## src/rtl/cvxif_result_buffer.sv

```systemverilog
// Purpose : result FIFO between the example coprocessor and the CV-X-IF result channel.
// Latency : 1 cycle from in_valid_i to out_valid_o. There is no bypass path.
// Backpr. : out_ready_i low holds the head entry. stall_o asks the coprocessor to stop
//           issuing early enough that results already in flight still fit.
// Ports   : clk_i/rst_ni clock and async active-low reset.
//           in_*     push side, which has no ready.
//           out_*    valid/ready result channel toward the CPU.
//           flush_i  discards all entries.
//           stall_o  issue throttle.
//           count_o  occupancy.
//           overflow_o sticky flag that is set when a push is dropped.
module cvxif_result_buffer #(
  parameter int unsigned Depth        = 4,
  parameter int unsigned DataWidth    = 64,
  parameter int unsigned IdWidth      = 4,
  parameter int unsigned SlackEntries = 2
) (
  input  logic                     clk_i,
  input  logic                     rst_ni,
  input  logic                     in_valid_i,
  input  logic [IdWidth-1:0]       in_id_i,
  input  logic [DataWidth-1:0]     in_data_i,
  input  logic                     in_we_i,
  output logic                     out_valid_o,
  output logic [IdWidth-1:0]       out_id_o,
  output logic [DataWidth-1:0]     out_data_o,
  output logic                     out_we_o,
  input  logic                     out_ready_i,
  input  logic                     flush_i,
  output logic                     stall_o,
  output logic [$clog2(Depth):0]   count_o,
  output logic                     overflow_o
);

  localparam int unsigned PtrW = $clog2(Depth);
  localparam int unsigned CntW = PtrW + 1;
  localparam logic [CntW-1:0] DepthC  = CntW'(Depth);
  localparam logic [CntW-1:0] StallTh = CntW'(Depth - SlackEntries);

  typedef struct packed {
    logic [IdWidth-1:0]   id;
    logic [DataWidth-1:0] data;
    logic                 we;
  } entry_t;

  entry_t          r_mem [Depth];
  logic [PtrW-1:0] r_rd_ptr;
  logic [PtrW-1:0] r_wr_ptr;
  logic [CntW-1:0] r_count;
  logic            r_stall;
  logic            r_overflow;

  logic            w_full;
  logic            w_empty;
  logic            w_pop;
  logic            w_push;
  logic            w_drop;
  logic [CntW-1:0] w_count_next;
  entry_t          w_head;

  assign w_full  = (r_count == DepthC);
  assign w_empty = (r_count == '0);

  // A flush cycle suppresses both the push and the pop. It therefore never
  // flags an overflow.
  assign w_pop  = ~w_empty & out_ready_i & ~flush_i;
  // When the buffer is full, a same-cycle pop frees the slot that is written.
  assign w_push = in_valid_i & ~flush_i & (~w_full | w_pop);
  assign w_drop = in_valid_i & ~flush_i & w_full & ~w_pop;

  always_comb begin
    w_count_next = r_count;
    if (flush_i) begin
      w_count_next = '0;
    end else begin
      w_count_next = r_count + CntW'(w_push) - CntW'(w_pop);
    end
  end

  always_ff @(posedge clk_i or negedge rst_ni) begin
    if (!rst_ni) begin
      r_rd_ptr   <= '0;
      r_wr_ptr   <= '0;
      r_count    <= '0;
      r_stall    <= 1'b0;
      r_overflow <= 1'b0;
    end else begin
      r_count <= w_count_next;
      // stall_o reflects the occupancy after this cycle's push and pop.
      r_stall <= (w_count_next >= StallTh) & ~flush_i;
      if (w_drop) begin
        r_overflow <= 1'b1;
      end
      if (flush_i) begin
        r_rd_ptr <= '0;
        r_wr_ptr <= '0;
      end else begin
        if (w_push) begin
          r_wr_ptr <= r_wr_ptr + PtrW'(1);
        end
        if (w_pop) begin
          r_rd_ptr <= r_rd_ptr + PtrW'(1);
        end
      end
    end
  end

  // Storage is not reset. Entries are only ever read while they are covered
  // by r_count.
  always_ff @(posedge clk_i) begin
    if (w_push) begin
      r_mem[r_wr_ptr] <= '{id: in_id_i, data: in_data_i, we: in_we_i};
    end
  end

  assign w_head = r_mem[r_rd_ptr];

  // The output fields are zeroed while the buffer is empty. Stale storage
  // never reaches the CPU.
  assign out_valid_o = ~w_empty;
  assign out_id_o    = w_empty ? '0   : w_head.id;
  assign out_data_o  = w_empty ? '0   : w_head.data;
  assign out_we_o    = w_empty ? 1'b0 : w_head.we;
  assign stall_o     = r_stall;
  assign count_o     = r_count;
  assign overflow_o  = r_overflow;

endmodule

```

## config.mk

```make
export PLATFORM = sky130hd
export DESIGN_NAME = cvxif_result_buffer
export DESIGN_NICKNAME = d
export VERILOG_FILES = /design/src/rtl/cvxif_result_buffer.sv
export SDC_FILE = /design/constraint.sdc
export NUM_CORES = 1
export LEC_CHECK = 0
export CORE_MARGIN = 5
export CORE_UTILIZATION = 25
export CTS_BUF_LIST = sky130_fd_sc_hd__clkbuf_8
export CTS_CLUSTER_DIAMETER = 60
export CTS_CLUSTER_SIZE = 16
export DETAILED_ROUTE_END_ITERATION = 8
export SYNTH_ARGS = -nofsm -noshare
export SYNTH_HDL_FRONTEND = slang
export SYNTH_SLANG_ARGS = --single-unit
```

## constraint.sdc

```tcl
create_clock -name clk_i -period 3.7 [get_ports clk_i]
set_clock_uncertainty 0.15 [all_clocks]
set_input_delay 0.555 -clock clk_i [delete_from_list [all_inputs] [get_ports clk_i]]
set_output_delay 0.555 -clock clk_i [all_outputs]
set_load 0.05 [all_outputs]
```

==> results.yml <==
outcome:
  status: "complete, no violations"
synth:
  ys_seq_elements: 285
  ys_warn_count: 0
  synth.net_count: 569
  syn_area_um2: 11000
  seq_area_frac_synth: 0.776
  syn-mean-instance-area_um2: 22.5
  netlist_instances: 488
  synth_cell_types: 23
worst_hold_path:
  hold_path.class: "in2async"
drt:
  drt_wl_total_mm: 23.7
  ant_nets: 0
  num_vias: 5153
  avgViaCountPerCell: 4.07
  drt_iter0_markers: 267
  route.detailed.drc: 0
  firstDrtPassIters: 4
  wl_per_cell_um: 18.8
floorplanning:
  die-area_um2: 48100
  die-height_um: 219
  start_util: 0.253
  ios: 149
  coreArea_um2: 43300
  rows: 76
  die_w_um: 219
placed_design:
  port_buffers: 148
  place_area_um2: 13300
  finalWeightedCongestion: 0.688
  dp.cells: 1214
  place_ws_ns: 0.592
  detailed_place_hpwl_mm: 14.1
clock_network:
  path_clk_slew_ns: 0.10
  clock_tree.root_cell: "clkbuf_8"
  cts_buffers: 28
  clockBufferDepth: 3
  clock_latency_ns: 0.60
  cts_hold_buf: 0
  postCtsSetupRepairBufs: 0
  cts_tree: "yes"
  clock-sinks: 285
  htree_levels: 1
global_routing:
  grt_overflow_total: 0
  grt_pass1_vias: 5672
  gr-usage-all-layers: 0.0978
  antenna_found_initial: 2
  grt_pass1_wl_mm: 35.6
  grt_start_max_net_pins: 71
power:
  p_leak_nw: 4.75
  power_density_nw_per_um2: 666
  total_power_w: 0.00930
  power_frac_seq: 0.405
  p_sw_w: 0.00344
  p_int_w: 0.00586
  combPwrFrac: 0.373
  swShare: 0.370
  clkPwrFrac: 0.222
  irDropWorstVdd_v: 0.000710
critical_path:
  start_kind: "flop"
  startpoint: "count_o[1]"
  worst_ep_arrival_time_ns: 2.87
  crit_fanout: 70
  cp-end-kind: "primary output"
  required_ns: 2.99
  crit_type: "reg2out"
  rr_startpoint: "count_o[1]"
sta:
  period_needed_ns: 3.57
  hold_viol_final: 0
  min_period_over_period: 0.965
  rsz0062_at_grt: "yes"
  tightest_slew_ns: 0.520
  max_freq_mhz: 280
  slew_viol_final: 0
  setup_slack_ns: 0.129
  setup_violations: 0
  slew_headroom: 0.653
flow_run:
  cap_viol_max_count: 0
finish:
  final_area_um2: 14000
  area_growth_pct: 27.3
  post-route-util: 0.323
  final_common_cell: "edfxtp_1"
  stdcell_count: 1265
  fillCellCount: 4148
  nNetsFinal: 741
  multi_input_area_um2: 2270
  drive_gt1_frac: 0.212
  mostFrequentLayoutCells: "edfxtp_1, clkdlybuf4s50_1, mux4_2, and2_1, clkbuf_8"
  final-seq-area_um2: 8520
==> final timing paths <==
| check | depth (start not counted) | slack [ns] | end |
|---|---|---|---|
| hold / removal | 1 | 0.11 | overflow_o |
| max in group asynchronous | 1 | 2.94 | r_rd_ptr[0] |
| hold reg to reg | 1 | 0.34 | overflow_o |
| setup / recovery | 4 | 0.13 | out_data_o[20] |
| setup reg to reg | 11 | 1.10 | stall_o |
| min in group clk_i | 1 | 0.34 | overflow_o |
==> synth_stat cells (all sizes together) <==
cell type | instances | share of area
edfxtp | 276 | 0.76
and2 | 73 | 0.042
mux4 | 69 | 0.14
buf | 16 | 0.012
clkbuf | 9 | 0.0031
dfrtp | 9 | 0.021
inv | 7 | 0.0024
ha | 6 | 0.0068
nor2 | 6 | 0.0021
xor2 | 3 | 0.0024
a21oi | 2 | 0.00091
or3 | 2 | 0.0011
a31o | 1 | 0.00080
fa | 1 | 0.0018
mux2 | 1 | 0.0010
nor2b | 1 | 0.00057
nor3 | 1 | 0.00046
nor4b | 1 | 0.0022
o21ai | 1 | 0.00046
o311ai | 1 | 0.00080
o31ai | 1 | 0.00068
xnor2 | 1 | 0.00080
==> per-layer routing <==
layer,vias up,track usage,wire [µm]
met5,-,0,13
met2,119,0.165,11600
li1,2313,-,-
met4,2,0.0237,389
met1,2691,0.128,10400
met3,28,0.0240,1280
==> through the flow <==
step           setup TNS [ns]  hold WS (ns)
5_1_grt               -0.0893        0.0852
6_report                    0         0.111
3_3_place_gp                0         0.319
3_5_place_dp                0         0.304
2_1_floorplan               0         0.109
4_1_cts                     0        0.0435
==> registers in the layout, indices dropped and copies added (netlist names) <==
| signal | cells |
|---|---|
| r_rd_ptr | 2 |
| overflow_o | 1 |
| stall_o | 1 |
| r_wr_ptr | 2 |
| count_o | 3 |
| r_mem | 276 |
==> logic make-up (layout without fill, tap and decap cells) <==
| group | Yosys count | count (layout) | synth area share |
|---|---|---|---|
| buffers and inverters | 32 | 223 | 0.0173 |
| muxes | 70 | 70 | 0.143 |
| xor gates and xnor gates | 4 | 4 | 0.00320 |
| other | 0 | 1 | 0 |
| DFF | 285 | 285 | 0.776 |
| adders and majority gates | 7 | 7 | 0.00867 |
| and+or+nand+nor | 84 | 84 | 0.0480 |
| AOI/OAI and AO/OA | 6 | 6 | 0.00365 |
==> area by class of cell <==
cell class	instances	area share
antenna	1	0.000179
clock buffer	30	0.0296
clock inverter	19	0.0146
inverter	7	0.00188
multi-input combinational	171	0.163
sequential	285	0.610
tap	585	0.0524
timing repair buffer	167	0.128
==> power groups by stage <==
stage               combinational [W]  clock [W]  sequential [W]
floorplan                     0.00237          0         0.00388
global placement              0.00358          0         0.00383
detailed placement            0.00358          0         0.00383
CTS                           0.00357    0.00217         0.00376
global route                  0.00369    0.00230         0.00378
finish                        0.00347    0.00207         0.00376
==> repair_timing <==
item                       in CTS  in global routing
gates cloned                    1                  0
resized for setup              25                 21
setup endpoints to repair      66                 27
==> critical path: stages (launching register included) <==
cell and delay (ns):
dfrtp_1 0.50, or3_2 0.52, buf_6 0.26, and2_1 0.23
clkdlybuf4s50_1 0.70
(Power assumes the default switching activity.)
